## config.mk

```make
export PLATFORM = sky130hd
export DESIGN_NAME = ram_port_arbiter
export DESIGN_NICKNAME = d
export VERILOG_FILES = /design/src/rtl/ram_arb_pkg.sv /design/src/rtl/ram_arb_tag_fifo.sv /design/src/rtl/ram_port_arbiter.sv
export SDC_FILE = /design/constraint.sdc
export NUM_CORES = 1
export LEC_CHECK = 0
export BUFFER_PORTS_ARGS = -buffer_cell sky130_fd_sc_hd__buf_4
export CORE_AREA = 2 2 112 114
export DETAILED_ROUTE_END_ITERATION = 7
export DIE_AREA = 0 0 114 116
export GPL_ROUTABILITY_DRIVEN = 0
export PLACE_DENSITY = 0.48
export SLEW_MARGIN = 25
export SYNTH_ARGS = -nofsm -noshare
export SYNTH_HDL_FRONTEND = slang
export SYNTH_SLANG_ARGS = --single-unit
```

## constraint.sdc

```tcl
create_clock -name clk_i -period 2.2 [get_ports clk_i]
set_input_delay 0.22 -clock clk_i [delete_from_list [all_inputs] [get_ports clk_i]]
set_output_delay 0.22 -clock clk_i [all_outputs]
set_load 0.03 [all_outputs]
```

## src/rtl/ram_arb_pkg.sv

```systemverilog
// rtl/ram_arb_pkg.sv - shared types and helpers for the RAM port arbiter
//
// Holds the host index type and the lowest-set-bit priority encoder used
// for host selection. Vectors are widened to MaxHosts before encoding so one
// function serves every legal NrHosts.
package ram_arb_pkg;

  localparam int unsigned MaxHosts = 8;
  localparam int unsigned MaxIdxW  = 3;

  // Host index at the widest supported size; the top narrows it to
  // idx_width(NrHosts) bits.
  typedef logic [MaxIdxW-1:0] host_idx_t;

  // Index width for n entries, never narrower than one bit.
  function automatic int unsigned idx_width(input int unsigned n);
    return (n > 1) ? $clog2(n) : 1;
  endfunction

  // Index of the lowest set bit; 0 when nothing is set.
  function automatic host_idx_t lowest_set(input logic [MaxHosts-1:0] vec);
    host_idx_t idx;
    idx = '0;
    for (int i = MaxHosts - 1; i >= 0; i--) begin
      if (vec[i]) idx = host_idx_t'(i);
    end
    return idx;
  endfunction

endpackage

```

## src/rtl/ram_arb_tag_fifo.sv

```systemverilog
// rtl/ram_arb_tag_fifo.sv - synchronous tag FIFO recording which host owns each outstanding access
//
// Ports:
//   clk_i, rst_ni   clock, asynchronous active-low reset
//   push_i          write push_data_i (accepted when not full, or full with a pop)
//   pop_i           drop the head entry (ignored when empty)
//   pop_data_o      head entry
//   full_o, empty_o occupancy flags
module ram_arb_tag_fifo
  import ram_arb_pkg::*;
#(
  parameter int unsigned Depth = 2,
  parameter int unsigned Width = 1
) (
  input  logic             clk_i,
  input  logic             rst_ni,
  input  logic             push_i,
  input  logic [Width-1:0] push_data_i,
  input  logic             pop_i,
  output logic [Width-1:0] pop_data_o,
  output logic             full_o,
  output logic             empty_o
);

  localparam int unsigned PtrW = idx_width(Depth);
  localparam int unsigned CntW = $clog2(Depth + 1);

  logic [Width-1:0] mem_q [Depth];
  logic [PtrW-1:0]  wptr_q;
  logic [PtrW-1:0]  rptr_q;
  logic [CntW-1:0]  count_q;
  logic             do_push;
  logic             do_pop;

  function automatic logic [PtrW-1:0] ptr_inc(input logic [PtrW-1:0] p);
    return (p == PtrW'(Depth - 1)) ? '0 : p + PtrW'(1);
  endfunction

  assign full_o     = (count_q == CntW'(Depth));
  assign empty_o    = (count_q == '0);
  assign do_pop     = pop_i & ~empty_o;
  // A pop in the same cycle frees the slot a full FIFO would otherwise refuse.
  assign do_push    = push_i & (~full_o | do_pop);
  assign pop_data_o = mem_q[rptr_q];

  always_ff @(posedge clk_i or negedge rst_ni) begin
    if (!rst_ni) begin
      wptr_q  <= '0;
      rptr_q  <= '0;
      count_q <= '0;
    end else begin
      if (do_push) wptr_q <= ptr_inc(wptr_q);
      if (do_pop)  rptr_q <= ptr_inc(rptr_q);
      if (do_push && !do_pop) begin
        count_q <= count_q + CntW'(1);
      end else if (do_pop && !do_push) begin
        count_q <= count_q - CntW'(1);
      end
    end
  end

  // Storage needs no reset: entries are only read while counted valid.
  always_ff @(posedge clk_i) begin
    if (do_push) mem_q[wptr_q] <= push_data_i;
  end

endmodule

```

## src/rtl/ram_port_arbiter.sv

```systemverilog
// rtl/ram_port_arbiter.sv - fixed-priority RAM port arbiter with starvation promotion and response steering
//
// Ports:
//   clk_i, rst_ni                    clock, asynchronous active-low reset
//   host_req_i / host_gnt_o          per-host request, zero-cycle grant (one-hot or zero)
//   host_we_i/be_i/addr_i/wdata_i    per-host command fields, packed host 0 in the LSBs
//   host_rvalid_o / host_err_o       per-host response valid and error (one-hot or zero)
//   host_rdata_o                     response data, broadcast to all hosts
//   ram_req_o/gnt_i/we_o/be_o/addr_o/wdata_o   RAM command port
//   ram_rvalid_i/rdata_i/err_i       RAM response port
//   rsp_orphan_o                     sticky: a response arrived with no outstanding tag
module ram_port_arbiter
  import ram_arb_pkg::*;
#(
  parameter int unsigned NrHosts     = 2,
  parameter int unsigned AddrWidth   = 32,
  parameter int unsigned DataWidth   = 32,
  parameter int unsigned RspDepth    = 2,
  parameter int unsigned StarveLimit = 8
) (
  input  logic                               clk_i,
  input  logic                               rst_ni,
  input  logic [NrHosts-1:0]                 host_req_i,
  output logic [NrHosts-1:0]                 host_gnt_o,
  input  logic [NrHosts-1:0]                 host_we_i,
  input  logic [NrHosts*(DataWidth/8)-1:0]   host_be_i,
  input  logic [NrHosts*AddrWidth-1:0]       host_addr_i,
  input  logic [NrHosts*DataWidth-1:0]       host_wdata_i,
  output logic [NrHosts-1:0]                 host_rvalid_o,
  output logic [DataWidth-1:0]               host_rdata_o,
  output logic [NrHosts-1:0]                 host_err_o,
  output logic                               ram_req_o,
  input  logic                               ram_gnt_i,
  output logic                               ram_we_o,
  output logic [DataWidth/8-1:0]             ram_be_o,
  output logic [AddrWidth-1:0]               ram_addr_o,
  output logic [DataWidth-1:0]               ram_wdata_o,
  input  logic                               ram_rvalid_i,
  input  logic [DataWidth-1:0]               ram_rdata_i,
  input  logic                               ram_err_i,
  output logic                               rsp_orphan_o
);

  localparam int unsigned IdxW    = idx_width(NrHosts);
  localparam int unsigned BeWidth = DataWidth / 8;
  localparam int unsigned CntW    = $clog2(StarveLimit + 1);

  logic [CntW-1:0]     cnt_q [NrHosts];
  logic [NrHosts-1:0]  starved;
  logic [IdxW-1:0]     sel;
  logic [IdxW-1:0]     rsp_tag;
  logic                fifo_full;
  logic                fifo_empty;
  logic                fifo_pop;
  logic                can_issue;
  logic                grant;
  logic                orphan_q;

  // A host that has waited StarveLimit cycles outranks plain priority;
  // among several starved hosts the lowest index goes first.
  always_comb begin
    starved = '0;
    for (int i = 0; i < NrHosts; i++) begin
      starved[i] = host_req_i[i] & (cnt_q[i] == CntW'(StarveLimit));
    end
  end

  assign sel = (|starved) ? IdxW'(lowest_set(MaxHosts'(starved)))
                          : IdxW'(lowest_set(MaxHosts'(host_req_i)));

  assign fifo_pop   = ram_rvalid_i & ~fifo_empty;
  assign can_issue  = ~fifo_full | fifo_pop;
  assign ram_req_o  = (|host_req_i) & can_issue;
  assign grant      = ram_req_o & ram_gnt_i;
  assign host_gnt_o = grant ? (NrHosts'(1) << sel) : '0;

  // Command fields follow the selected host; idle cycles drive zero.
  always_comb begin
    ram_we_o    = 1'b0;
    ram_be_o    = '0;
    ram_addr_o  = '0;
    ram_wdata_o = '0;
    for (int i = 0; i < NrHosts; i++) begin
      if (ram_req_o && (sel == IdxW'(i))) begin
        ram_we_o    = host_we_i[i];
        ram_be_o    = host_be_i[i*BeWidth +: BeWidth];
        ram_addr_o  = host_addr_i[i*AddrWidth +: AddrWidth];
        ram_wdata_o = host_wdata_i[i*DataWidth +: DataWidth];
      end
    end
  end

  ram_arb_tag_fifo #(
    .Depth (RspDepth),
    .Width (IdxW)
  ) u_tag_fifo (
    .clk_i       (clk_i),
    .rst_ni      (rst_ni),
    .push_i      (grant),
    .push_data_i (sel),
    .pop_i       (ram_rvalid_i),
    .pop_data_o  (rsp_tag),
    .full_o      (fifo_full),
    .empty_o     (fifo_empty)
  );

  assign host_rvalid_o = fifo_pop ? (NrHosts'(1) << rsp_tag) : '0;
  assign host_err_o    = (fifo_pop & ram_err_i) ? (NrHosts'(1) << rsp_tag) : '0;
  assign host_rdata_o  = ram_rdata_i;
  assign rsp_orphan_o  = orphan_q;

  // Counters keep running while the FIFO blocks issue, so waiting behind a
  // full FIFO still earns promotion.
  always_ff @(posedge clk_i or negedge rst_ni) begin
    if (!rst_ni) begin
      for (int i = 0; i < NrHosts; i++) cnt_q[i] <= '0;
      orphan_q <= 1'b0;
    end else begin
      for (int i = 0; i < NrHosts; i++) begin
        if (host_req_i[i] && !host_gnt_o[i]) begin
          if (cnt_q[i] != CntW'(StarveLimit)) cnt_q[i] <= cnt_q[i] + CntW'(1);
        end else begin
          cnt_q[i] <= '0;
        end
      end
      if (ram_rvalid_i && fifo_empty) orphan_q <= 1'b1;
    end
  end

endmodule

```

==> metrics.txt <==
outcome=finished, violations left; failing checks=negative setup slack; Cells after Synth=between 200 and 250; PwrDens=around 650 nW/um^2; Max Cap Viol=0; VDD IR max=about 0.4 mV; CP startpoint kind=flop; switch share=0.442; cell area after layout=4420 sq um; switching power=roughly 0.0013 W; Worst-Margin Slew=415 ps; Req. time, crit path=1980 ps; Die W=114 um; kind of critical path=flop to primary output; Top cell by count, worst path=buf_12; crit path buf inv count=5; FF+latch count, synth=15; Hold Fails Final Rpt=0; CP Data Arrival Time=2040 ps; die area=13200 sq um; Root Driver=clkbuf_16; critical path capture point type=primary output; Most used DFF post-synth=dfrtp_1; combinational power share=0.737; synth warn=0; height of the die=between 100 and 150 um; Worst path slowest cell=dfrtp_1; initial antenna violation count=0; max incr delay on CP=370 ps; CTS Buffer Depth=2; Pleak=approximately 2.3 nW; syn nets=386; fin crit share=1.03; RSZ-0062 raised after global routing=true; via count=2684; IO Count=286; clock share of power=0.125; Finished Core Util=0.371; Max transition margin=0.722; Syn Area/Cell=9.55 sq um; antenna fix cells=0; number of core rows=40; DR vias/cell=~4.8; Tmin final=2260 ps; htree depth=1; vias in the first global route=2639; maximum clock rate=around 440 MHz; core area=approximately 12000 sq um; clk slew on worst S/H paths=50 ps; Post-synth EDFFs=2; worst slack, placed=71.5 ps; Seq pwr share=0.138; Netlist Area Pre-Place=1950 sq um; most common library cell in the layout ignoring fill and taps=buf_4; PnR worst setup slack=-61.9 ps; layout cells sized above 1=0.802; Clock Latency Late Sink=250 ps; Total Routing Usage GR=0.155; post-layout net count=592; CTS tree=built; IO buf count=~220; most frequent cells in the layout=buf_4, buf_6, a32o_2; # setup viols final=64; final wirelength=12.1 mm; Power Internal=about 0.0016 W; Iteration-0 DRC Markers=142; Residual DRC=0; pin count of the biggest net entering global routing=41; DP Wirelength=7.94 mm; Final Skew=roughly 1.3 ps; Routed Antenna Nets=0; Post-synth ARST share=0.867; Remaining Overflow, GRT=0; Crit path max-delay family=buffers and inverters; setup TNS=-2030 ps; DRT Pass-1 Iters=4; Fillers=approximately 1200; Initial Utilization=0.164; CTS sink count=15; first-pass GRT wire length=between 15 and 20 mm; CTS Buf Count=3; area delta synth->final=127%; crit-path cells=inv_2, ha_4, and4b_2, a211oi_4, buf_12, buf_12, buf_16, a32o_1, buf_6; sequential-to-total area share from yosys stat=0.198; maximum fanout along the worst path=9; Worst Hold Class=input pin to flop; Yosys cell types=34; area of placed instances=3520 sq um; drt wl/cell=21.8 um; Slew Limit Fails=0
## flip-flops by register name, summed over array words and instances (netlist names)
name / count
cnt_q: 8
u_tag_fifo.rptr_q: 1
u_tag_fifo.count_q: 2
u_tag_fifo.mem_q: 2
rsp_orphan_o: 1
u_tag_fifo.wptr_q: 1
## power groups by stage
stage | registers [W] | logic, W | clock network (W)
after floorplan | 0.000392 | 0.00115 | 0
after detailed placement | 0.000402 | 0.00173 | 0
after global routing | 0.000406 | 0.00225 | 0.000388
after global placement | 0.000400 | 0.00173 | 0
final | 0.000398 | 0.00213 | 0.000363
after CTS | 0.000395 | 0.00210 | 0.000371
## cell families after synthesis
family / after synthesis / share of synthesized area
adder cells (fa/ha/maj): 5 / 0.0321
XOR/XNOR: 11 / 0.0495
flip-flops: 15 / 0.198
AND/OR/NAND/NOR: 24 / 0.0790
multiplexers: 2 / 0.0103
buffers and inverters: 63 / 0.213
AO/OA/AOI/OAI: 84 / 0.419
## layer usage
layer	GRT usage	up-vias	share of wire	wire length (um)
met3	0.0251	24	0.074	891
met5	0	-	0	0
met4	0.0423	0	0.019	232
met1	0.184	1276	0.38	4600
met2	0.288	156	0.53	6390
li1	-	1228	-	-
## cells in the mapped netlist (2+ instances only)
library cell,n,area (sq um)
buf_6,5,56.3
nor3b_1,2,15.0
o21ai_0,2,10.0
and2_1,2,12.5
a211oi_1,5,37.5
a32o_1,69,691
xnor2_1,6,52.6
mux2i_1,2,20.0
and4b_1,2,20.0
buf_4,33,248
ha_1,5,62.6
dfrtp_1,13,325
xor2_1,5,43.8
nand3b_1,2,15.0
nor2_1,5,18.8
nand2_1,3,11.3
clkbuf_1,5,18.8
edfxtp_1,2,60.1
nand3_1,3,15.0
a21oi_1,2,10.0
buf_2,13,65.1
inv_1,6,22.5
## worst register-to-register path, cell delays in order, from the launching register on
cell	delay [ps]
dfrtp_1	450
or3b_2	560
nand2b_4	140
inv_2	120
ha_1	220
xor2_1	140
nor2_1	110
xor2_1	160
## metrics by stage
stage | power [W] | hold WS, ps | instances
2_1_floorplan | 0.00155 | -75.6 | 204
3_3_place_gp | 0.00213 | 77.6 | 523
3_5_place_dp | 0.00214 | 82.4 | 523
4_1_cts | 0.00286 | 209 | 545
5_1_grt | 0.00304 | 224 | 556
6_report | 0.00289 | 209 | 556
## final cells by class
class | instances | area [sq um] | area share
inverter | 7 | 26.3 | 0.00595
clock inverter | 1 | 5.00 | 0.00113
clock buffer | 3 | 75.1 | 0.0170
multi-input combinational | 126 | 1250 | 0.284
sequential | 15 | 385 | 0.0872
tap | 147 | 184 | 0.0416
timing repair buffer | 257 | 2490 | 0.563
## path summary, 6_finish.rpt
kind / endpoint / cells past startpoint / slack (ps) / from
max: ram_wdata_o[30] / 9 / -60 / cnt_q[1]
min: rsp_orphan_o / 2 / 210 / ram_rvalid_i
max reg2reg: u_tag_fifo.count_q[1] / 7 / 220 / u_tag_fifo.count_q[0]
min reg2reg: rsp_orphan_o / 1 / 460 / rsp_orphan_o
max in group asynchronous: u_tag_fifo.wptr_q / 2 / 1670 / rst_ni
min in group asynchronous: cnt_q[1] / 2 / 360 / rst_ni
## what timing repair did
| item | in CTS | in global routing |
|---|---|---|
| gates cloned | 4 | 9 |
| hold endpoints to repair | 13 | 0 |
| gates resized for setup | 103 | 41 |
| pin swaps | 9 | 28 |
| setup buffers | 13 | 4 |
| hold buffers | 1 | 0 |
| endpoints found under the setup margin | 69 | 71 |
Note: power is estimated with default switching activity, not from simulation.
